`config.mk`:
```
export PLATFORM = sky130hd
export DESIGN_NAME = instr_encoder
export DESIGN_NICKNAME = d
export VERILOG_FILES = /design/src/rtl/instr_encoder.sv
export SDC_FILE = /design/constraint.sdc
export NUM_CORES = 1
export LEC_CHECK = 0
export ABC_AREA = 1
export CAP_MARGIN = 20
export CORE_MARGIN = 8
export CORE_UTILIZATION = 40
export CTS_BUF_LIST = sky130_fd_sc_hd__clkbuf_4
export CTS_CLUSTER_DIAMETER = 80
export DETAILED_ROUTE_END_ITERATION = 16
export PLACE_DENSITY = 0.77
export SLEW_MARGIN = 20
export SYNTH_ARGS = -nofsm -noshare
export SYNTH_HDL_FRONTEND = slang
export SYNTH_SLANG_ARGS = --single-unit
export TNS_END_PERCENT = 50
```
`constraint.sdc`:
```
create_clock -name clk -period 1.6 [get_ports clk]
set_input_delay 0.24 -clock clk [delete_from_list [all_inputs] [get_ports clk]]
set_output_delay 0.24 -clock clk [all_outputs]
set_load 0.02 [all_outputs]
```
`src/rtl/instr_encoder.sv`:
```
// Streaming LEGv8 instruction encoder with range-checked immediates and a 2-entry output buffer.
// Latency: a beat accepted at edge N is presented on out_* after edge N (when the buffer was empty).
// Backpressure: in_ready is registered and drops while both entries are held; no push while full.
//
// Ports:
//   clk, rst_n           clock; synchronous active-low reset
//   in_valid/in_ready    input handshake; in_op/in_rd/in_rn/in_rm/in_imm carry the beat fields
//   out_valid/out_ready  output handshake; out_instr/out_err describe the head word
//   instr_cnt, err_cnt   saturating counts of emitted words and emitted error words
module instr_encoder #(
  parameter int IMM_W = 32,
  parameter int CNT_W = 16
) (
  input  logic             clk,
  input  logic             rst_n,
  input  logic             in_valid,
  output logic             in_ready,
  input  logic [2:0]       in_op,
  input  logic [4:0]       in_rd,
  input  logic [4:0]       in_rn,
  input  logic [4:0]       in_rm,
  input  logic [IMM_W-1:0] in_imm,
  output logic             out_valid,
  input  logic             out_ready,
  output logic [31:0]      out_instr,
  output logic             out_err,
  output logic [CNT_W-1:0] instr_cnt,
  output logic [CNT_W-1:0] err_cnt
);

  localparam logic [2:0] OP_ADD  = 3'd0;
  localparam logic [2:0] OP_SUB  = 3'd1;
  localparam logic [2:0] OP_AND  = 3'd2;
  localparam logic [2:0] OP_ORR  = 3'd3;
  localparam logic [2:0] OP_LDUR = 3'd4;
  localparam logic [2:0] OP_STUR = 3'd5;
  localparam logic [2:0] OP_CBZ  = 3'd6;
  localparam logic [2:0] OP_B    = 3'd7;

  // Buffer occupancy states
  localparam logic [1:0] EMPTY = 2'd0;
  localparam logic [1:0] ONE   = 2'd1;
  localparam logic [1:0] FULL  = 2'd2;

  logic [1:0]  state;
  logic [1:0]  state_nxt;
  logic [31:0] enc_instr;
  logic        enc_err;
  logic [31:0] head_instr;
  logic        head_err;
  logic [31:0] tail_instr;
  logic        tail_err;
  logic        push;
  logic        pop;

  // An immediate fits in k signed bits when every bit from k-1 upward equals the sign.
  logic fit_d;
  logic fit_cb;
  logic fit_b;
  assign fit_d  = (&in_imm[IMM_W-1:8])  | ~(|in_imm[IMM_W-1:8]);
  assign fit_cb = (&in_imm[IMM_W-1:18]) | ~(|in_imm[IMM_W-1:18]);
  assign fit_b  = (&in_imm[IMM_W-1:25]) | ~(|in_imm[IMM_W-1:25]);

  always_comb begin
    enc_instr = 32'h0;
    enc_err   = 1'b0;
    case (in_op)
      OP_ADD: enc_instr = {11'b10001011000, in_rm, 6'b0, in_rn, in_rd};
      OP_SUB: enc_instr = {11'b11001011000, in_rm, 6'b0, in_rn, in_rd};
      OP_AND: enc_instr = {11'b10001010000, in_rm, 6'b0, in_rn, in_rd};
      OP_ORR: enc_instr = {11'b10101010000, in_rm, 6'b0, in_rn, in_rd};
      OP_LDUR: begin
        if (fit_d) enc_instr = {11'b11111000010, in_imm[8:0], 2'b00, in_rn, in_rd};
        else       enc_err   = 1'b1;
      end
      OP_STUR: begin
        if (fit_d) enc_instr = {11'b11111000000, in_imm[8:0], 2'b00, in_rn, in_rd};
        else       enc_err   = 1'b1;
      end
      OP_CBZ: begin
        if (fit_cb) enc_instr = {8'b10110100, in_imm[18:0], in_rd};
        else        enc_err   = 1'b1;
      end
      OP_B: begin
        if (fit_b) enc_instr = {6'b000101, in_imm[25:0]};
        else       enc_err   = 1'b1;
      end
    endcase
  end

  assign out_valid = (state != EMPTY);
  assign out_instr = head_instr;
  assign out_err   = head_err;
  assign push      = in_valid && in_ready;
  assign pop       = out_valid && out_ready;

  always_comb begin
    state_nxt = state;
    case (state)
      EMPTY:   if (push) state_nxt = ONE;
      ONE: begin
        if (push && !pop)      state_nxt = FULL;
        else if (pop && !push) state_nxt = EMPTY;
      end
      FULL:    if (pop) state_nxt = ONE;
      default: state_nxt = EMPTY;
    endcase
  end

  always_ff @(posedge clk) begin
    if (!rst_n) begin
      state      <= EMPTY;
      in_ready   <= 1'b1;
      head_instr <= 32'h0;
      head_err   <= 1'b0;
      tail_instr <= 32'h0;
      tail_err   <= 1'b0;
      instr_cnt  <= '0;
      err_cnt    <= '0;
    end else begin
      state    <= state_nxt;
      in_ready <= (state_nxt != FULL);
      // Head is always entry 0; the second entry shifts forward on a pop from FULL.
      case (state)
        EMPTY: begin
          if (push) begin
            head_instr <= enc_instr;
            head_err   <= enc_err;
          end
        end
        ONE: begin
          if (push && pop) begin
            head_instr <= enc_instr;
            head_err   <= enc_err;
          end else if (push) begin
            tail_instr <= enc_instr;
            tail_err   <= enc_err;
          end
        end
        FULL: begin
          if (pop) begin
            head_instr <= tail_instr;
            head_err   <= tail_err;
          end
        end
        default: ;
      endcase
      if (pop && (instr_cnt != '1)) instr_cnt <= instr_cnt + 1'b1;
      if (pop && head_err && (err_cnt != '1)) err_cnt <= err_cnt + 1'b1;
    end
  end

endmodule

```
==> results.cfg, run 1 <==
[global_routing]
grt_pass1_wl_mm = 27.5
antenna_found_initial = 0
grt-busiest-layer = met2
grt_util_met2_pct = 30.8
grt_util_all_layers_pct = 18.9
grt_util_met3_pct = 5.03
grt_pass1_vias = 5605
overflow = 0
use_met1_pct = 23.5
grt_max_degree = 50

[critical_path]
crit_family = simple AND/OR/NAND/NOR gates
critical-path-slowest-cell = dfxtp_2
cp-start-kind = flip-flop
reg2reg_to = err_cnt[15]
r2r_slack_ps = 30
crit_arrival_ps = 1980
crit_path_max_fanout = 3
cp.required_ps = 2020
critPathCaptureType = flip-flop
path_buf_inv = 1
cp_slowest_stage_delay_ps = 390
r2r_cells = 10
rr_startpoint = err_cnt[0]
path_class = reg2reg
crit_chain = buf_4 > nand3_2 > nor2_2 > nand2_1 > nor3_2 > nand2_2 > nor2_4 > nand3_2 > nand2_1 > nor3b_2

[logic_synthesis]
yosysWarnings = 0
synth-compound-area-share_pct = 16.9
synth_edf_count = 0
yosysMostFrequentCell = nand2_1
yosysTopAreaCell = dfxtp_1
syn_area_um2 = 5380
synth_fa_ha_area_share_pct = 0.465
ys_ff_latch = 101
synth_top_family_by_area = simple AND/OR/NAND/NOR gates
synthCells = 801
synth_seq_area_share_pct = 37.6
syn_nets = 857
yosys.area_share.simple_pct = 34.9
ys_types = 45
synth_async_sr_flop_share_pct = 0
synth_xor_area_share_pct = 0.977
synth_top_area_share_pct = 37.6
ys.flop_type = dfxtp_1
netlist_top_cells_area = dfxtp_1, nand2_1, nor2_1
synth_mux_area_share_pct = 0
avgSynthCellArea_um2 = 6.72
synth.top_cells.by_count = nand2_1, nor2_1, dfxtp_1

[cells_and_area]
final_area_um2 = 7840
area_delta_synth_final_pct = 45.8
fin_util_pct = 59.5
num_antenna_cells = 0
finalNetCount = 1060
layout-drive-gt1-share_pct = 23.3

[worst_hold_path]
hp-class = in2reg
min-delay-start = in_imm[21]
hold_end = tail_instr[21]
min_path_cells = 5

[drt]
vias = 6043
post-route-drc-count = 0
wl_mm = 17.7
route.detailed.vias_per_inst = 5.10
drtAntennaViolNets = 0
routedWlPerCell_um = 14.9
drtIter0Drc = 584
firstDrtPassIters = 5

[timing]
max-slew-margin-rel_pct = 66.7
fmax_mhz = 639
finalHoldViolCount = 0
setup-tns-final_ps = 0
finClkSkew_ps = 18.9
rsz0062_at_grt = yes
drv_slew = 0
min_period_ps = 1570
finalSetupViolCount = 0
finalCritPeriodShare_pct = 97.8
worst_pin_slew_ps = 491

[pwr]
power.density_nw_per_um2 = 648
peakVddDrop_uv = 485
power.leakage_nw = 3.69

[die]
core_um2 = 13200
chipHeight_um = 132
io_pins = 121
rows = 42
start_util_pct = 40.8
die_x_um = 132
die_area_um2 = 17400

[placement]
hpwl_mm = 12.6
portBuffers = 120
placed_cell_area_um2 = 7500
globalplace.congestion = 0.889

[flow_run]
drv_cap = 0

[cts]
clkSinkCount = 101
cts_root_buf = clkbuf_4
clk_pin_slew_worst_paths_ps = 180
hold_buffers = 0
numCtsBuffers = 9
clk_latency_ps = 490
htreeDepth = 3
cts_max_path_buffers = 2
cts_tree = yes

[run_status]
status = completed
-- what timing repair did --
action	in CTS	in global routing
setup buffers	0	5
cloned	0	3
pin swaps	0	10
resized for setup	82	86
endpoints found under the setup margin	72	88
-- cell usage in the layout (no fill, tap or decap), drive strengths merged --
master / netlist / routed
clkdlybuf4s50: 0 / 52
o31ai: 1 / 1
o311ai: 1 / 1
xnor2: 2 / 2
a21oi: 78 / 78
nand4: 28 / 28
nand2: 182 / 182
dlygate4sd2: 0 / 43
clkbuf: 17 / 21
clkdlybuf4s15: 0 / 14
nor4: 2 / 2
dlymetal6s2s: 0 / 1
a31oi: 3 / 3
a31o: 1 / 1
xor2: 4 / 4
o211ai: 13 / 13
inv: 88 / 93
a22o: 2 / 2
o22ai: 2 / 2
clkinv: 1 / 3
o21a: 2 / 2
o21ai: 58 / 58
nand3b: 3 / 3
a211oi: 2 / 2
nor3b: 2 / 2
nand3: 52 / 52
nor3: 18 / 18
buf: 16 / 103
nor2: 120 / 120
dfxtp: 101 / 101
ha: 2 / 2
-- where the power goes --
group | internal, mW | switching [mW] | leakage (nW)
clock network | 0.367 | 0.977 | 0.0758
logic | 0.471 | 0.582 | 2.78
registers | 2.63 | 0.0597 | 0.828
-- sequential cells by signal, summed over array words and instances, names as in the netlist --
| register | count |
|---|---|
| out_err | 1 |
| out_instr | 32 |
| err_cnt | 16 |
| tail_instr | 32 |
| tail_err | 1 |
| in_ready | 1 |
| state | 2 |
| instr_cnt | 16 |
-- cells by family after synthesis --
group,Yosys count
compound gates,163
xor+xnor,6
fa+ha+maj,2
buf+inv,122
flops,101
simple gates,407
-- worst reg2reg max path: stages, from the launching register on --
cell	delay (ps)
dfxtp_2	390
buf_4	140
nand3_2	80
nor2_2	140
nand2_1	80
nor3_2	140
nand2_2	100
nor2_4	120
nand3_2	90
nand2_1	70
nor3b_2	160
-- stage by stage --
stage | hold WS, ps | total power, mW | setup slack, ps | cells
floorplan | 434 | 3.20 | -5.76 | 801
global placement | 454 | 3.78 | -402 | 1161
detailed placement | 456 | 3.79 | -448 | 1161
CTS | 410 | 5.08 | -33.0 | 1177
global route | 359 | 5.33 | -69.5 | 1185
finish | 338 | 5.08 | 34.9 | 1185
-- routing by layer --
metal	wire (um)	vias up
met5	0	-
met4	387	0
met3	1460	28
met2	8410	247
met1	7430	2718
li1	-	3050
-- final cells by class --
cell class / instances / area [um^2]
sequential: 101 / 2040
timing repair buffer: 225 / 2060
clock inverter: 7 / 66.3
fill: 1218 / 5350
inverter: 89 / 340
multi-input combinational: 578 / 3050
clock buffer: 9 / 67.6
tap: 176 / 220
-- how the worst max path moves through the flow --
stage          depth (start not counted)  slack, ps     endpoint        from
2_1_floorplan                          9         -6  err_cnt[15]  err_cnt[6]
3_3_place_gp                          11       -400     tail_err  in_imm[25]
3_5_place_dp                          11       -450     tail_err  in_imm[25]
4_1_cts                               11        -30  err_cnt[13]  err_cnt[0]
5_1_grt                               10        -70  err_cnt[15]  err_cnt[0]
6_report                              10         30  err_cnt[15]  err_cnt[0]
(Power assumes the default switching activity.)
==> inputs of run 2 (changes only) <==
--- a/config.mk
+++ b/config.mk
@@ -17,4 +17,4 @@
 export SYNTH_ARGS = -nofsm -noshare
 export SYNTH_HDL_FRONTEND = slang
 export SYNTH_SLANG_ARGS = --single-unit
-export TNS_END_PERCENT = 50
+export TNS_END_PERCENT = 5
==> run 2 against run 1 <==
Effect of this change: sequential share of layout area grew 0.27 points; global-route usage stayed put; sequential power is essentially flat; die area unchanged; total power is 0.34% lower; non-clock buffer count shrank 2; utilization fell by 0.67 points.
==> results.cfg, run 2 (synthesis gave the netlist of run 1 again) <==
[run_status]
status = completed

[drt]
route.detailed.vias_per_inst = 5.09
drtAntennaViolNets = 0
wl_mm = 17.4
drtIter0Drc = 518
firstDrtPassIters = 5
routedWlPerCell_um = 14.7
post-route-drc-count = 0
vias = 6022

[timing]
fmax_mhz = 627
worst_pin_slew_ps = 502
fin_hold_ws_ps = 445
min_period_ps = 1600
setup-tns-final_ps = 0
finalCritPeriodShare_pct = 99.7
drv_slew = 0
rsz0062_at_grt = yes
max-slew-margin-rel_pct = 66.5
finClkSkew_ps = 20.0
finalSetupViolCount = 0
finalHoldViolCount = 0

[critical_path]
crit_path_end = err_cnt[15]
reg2reg_to = err_cnt[15]
cp.required_ps = 1980
crit_arrival_ps = 1980
r2r_slack_ps = 4
path_class = reg2reg
cp-start-kind = flip-flop
rr_startpoint = err_cnt[0]
crit_path_start = err_cnt[0]
crit_path_max_fanout = 3
critPathCaptureType = flip-flop
r2r_cells = 10

[cells_and_area]
layout_common_cells = nand2_1, nor2_1, buf_4
finalNetCount = 1058
final_area_um2 = 7750
area_delta_synth_final_pct = 44.1
num_antenna_cells = 0
layout-drive-gt1-share_pct = 21.8
final_common_cell = nand2_1

[cts]
clkSinkCount = 101
clk_latency_ps = 480
clk_pin_slew_worst_paths_ps = 160
cts_root_buf = clkbuf_4
cts_tree = yes
hold_buffers = 0
htreeDepth = 3
cts_max_path_buffers = 2
numCtsBuffers = 9

[pwr]
power.leakage_nw = 3.65
p_int_mw = 3.46
power_frac_comb_pct = 20.5
power.density_nw_per_um2 = 653
pwr-share-clk_pct = 26.5
pwr-share-seq_pct = 53.0
p_sw_share_pct = 31.8
peakVddDrop_uv = 483
power_switching_mw = 1.61

[worst_hold_path]
min-delay-start = rst_n
hp-class = in2reg

[flow_run]
drv_cap = 0

[global_routing]
overflow = 0
grt_pass1_vias = 5605
grt_util_all_layers_pct = 18.9
antenna_found_initial = 0
grt_pass1_wl_mm = 27.5
grt_max_degree = 50

[placement]
hpwl_mm = 12.6
globalplace.congestion = 0.889
portBuffers = 120
placed_cell_area_um2 = 7500

[die]
io_pins = 121
start_util_pct = 40.8
rows = 42
chipHeight_um = 132
die_area_um2 = 17400
core_um2 = 13200
die_x_um = 132
run 2: changes by cell type in the layout (fill, tap and decap cells not counted), moves of 2 or more:
cell and change:
buf_6 -2, clkdlybuf4s15_1 -2, dfxtp_1 +2, dfxtp_2 -2
dlygate4sd2_1 +3, inv_1 +2, inv_2 -2, nand2_1 +2
nand2_2 -2, nand3_1 +3, nand3_2 -3, nor2_1 +3
nor2_4 -2
run 2: power groups by stage:
| stage | registers [mW] | logic, mW | clock network [mW] |
|---|---|---|---|
| finish | 2.68 | 1.04 | 1.34 |
| global route | 2.70 | 1.13 | 1.48 |
| CTS | 2.68 | 1.01 | 1.38 |
| detailed placement | 2.74 | 1.05 | 0 |
| global placement | 2.74 | 1.04 | 0 |
| floorplan | 2.81 | 0.386 | 0 |
run 2: stage by stage:
stage / worst slack (ps) / cells / utilization (%) / total power, mW
after floorplan: -5.76 / 801 / - / 3.20
after detailed placement: -448 / 1161 / 56.9 / 3.79
final: 4.30 / 1183 / 58.8 / 5.07
after global placement: -402 / 1161 / 56.9 / 3.78
after global routing: -91.9 / 1183 / 58.8 / 5.32
after CTS: -33.0 / 1177 / 57.4 / 5.08
run 2: area by class of cell:
cell class | count | area, um^2
flip-flops and latches | 101 | 2040
multi-input cells | 578 | 3000
inverters | 89 | 342
fillers | 1232 | 5440
repair buffers | 223 | 2020
clock inverters | 7 | 66.3
clock buffers | 9 | 67.6
well taps | 176 | 220
run 2: worst max-delay path, cell delays in order (launching register included):
cell and delay [ps]:
dfxtp_2 390, buf_4 130, nand3_1 110, nor2_2 120, nand2_1 80, nor3_2 150, nand2_2 90, nor2_2 130
nand3_1 110, nor2_1 140, nor3b_2 60
run 2: metal layers:
| metal | vias up | track usage, % | routed length, um |
|---|---|---|---|
| met5 | - | 0 | 0 |
| met4 | 0 | 6.45 | 305 |
| met3 | 23 | 5.03 | 1400 |
| met2 | 243 | 30.8 | 8180 |
| met1 | 2715 | 23.5 | 7470 |
| li1 | 3041 | - | - |
run 2: worst min path at each step:
stage / slack (ps) / depth (start not counted) / to
finish: 440 / 3 / err_cnt[11]
global route: 430 / 3 / err_cnt[11]
CTS: 410 / 3 / err_cnt[11]
detailed placement: 460 / 2 / out_instr[20]
global placement: 450 / 2 / out_instr[20]
floorplan: 430 / 3 / state[0]
run 2: repair_timing:
action / in CTS / in global routing
setup endpoints to repair: 72 / 88
endpoints found under the hold margin: 0 / 0
cloned: 0 / 2
pin swaps: 0 / 7
setup buffers: 0 / 4
gates resized for setup: 82 / 64
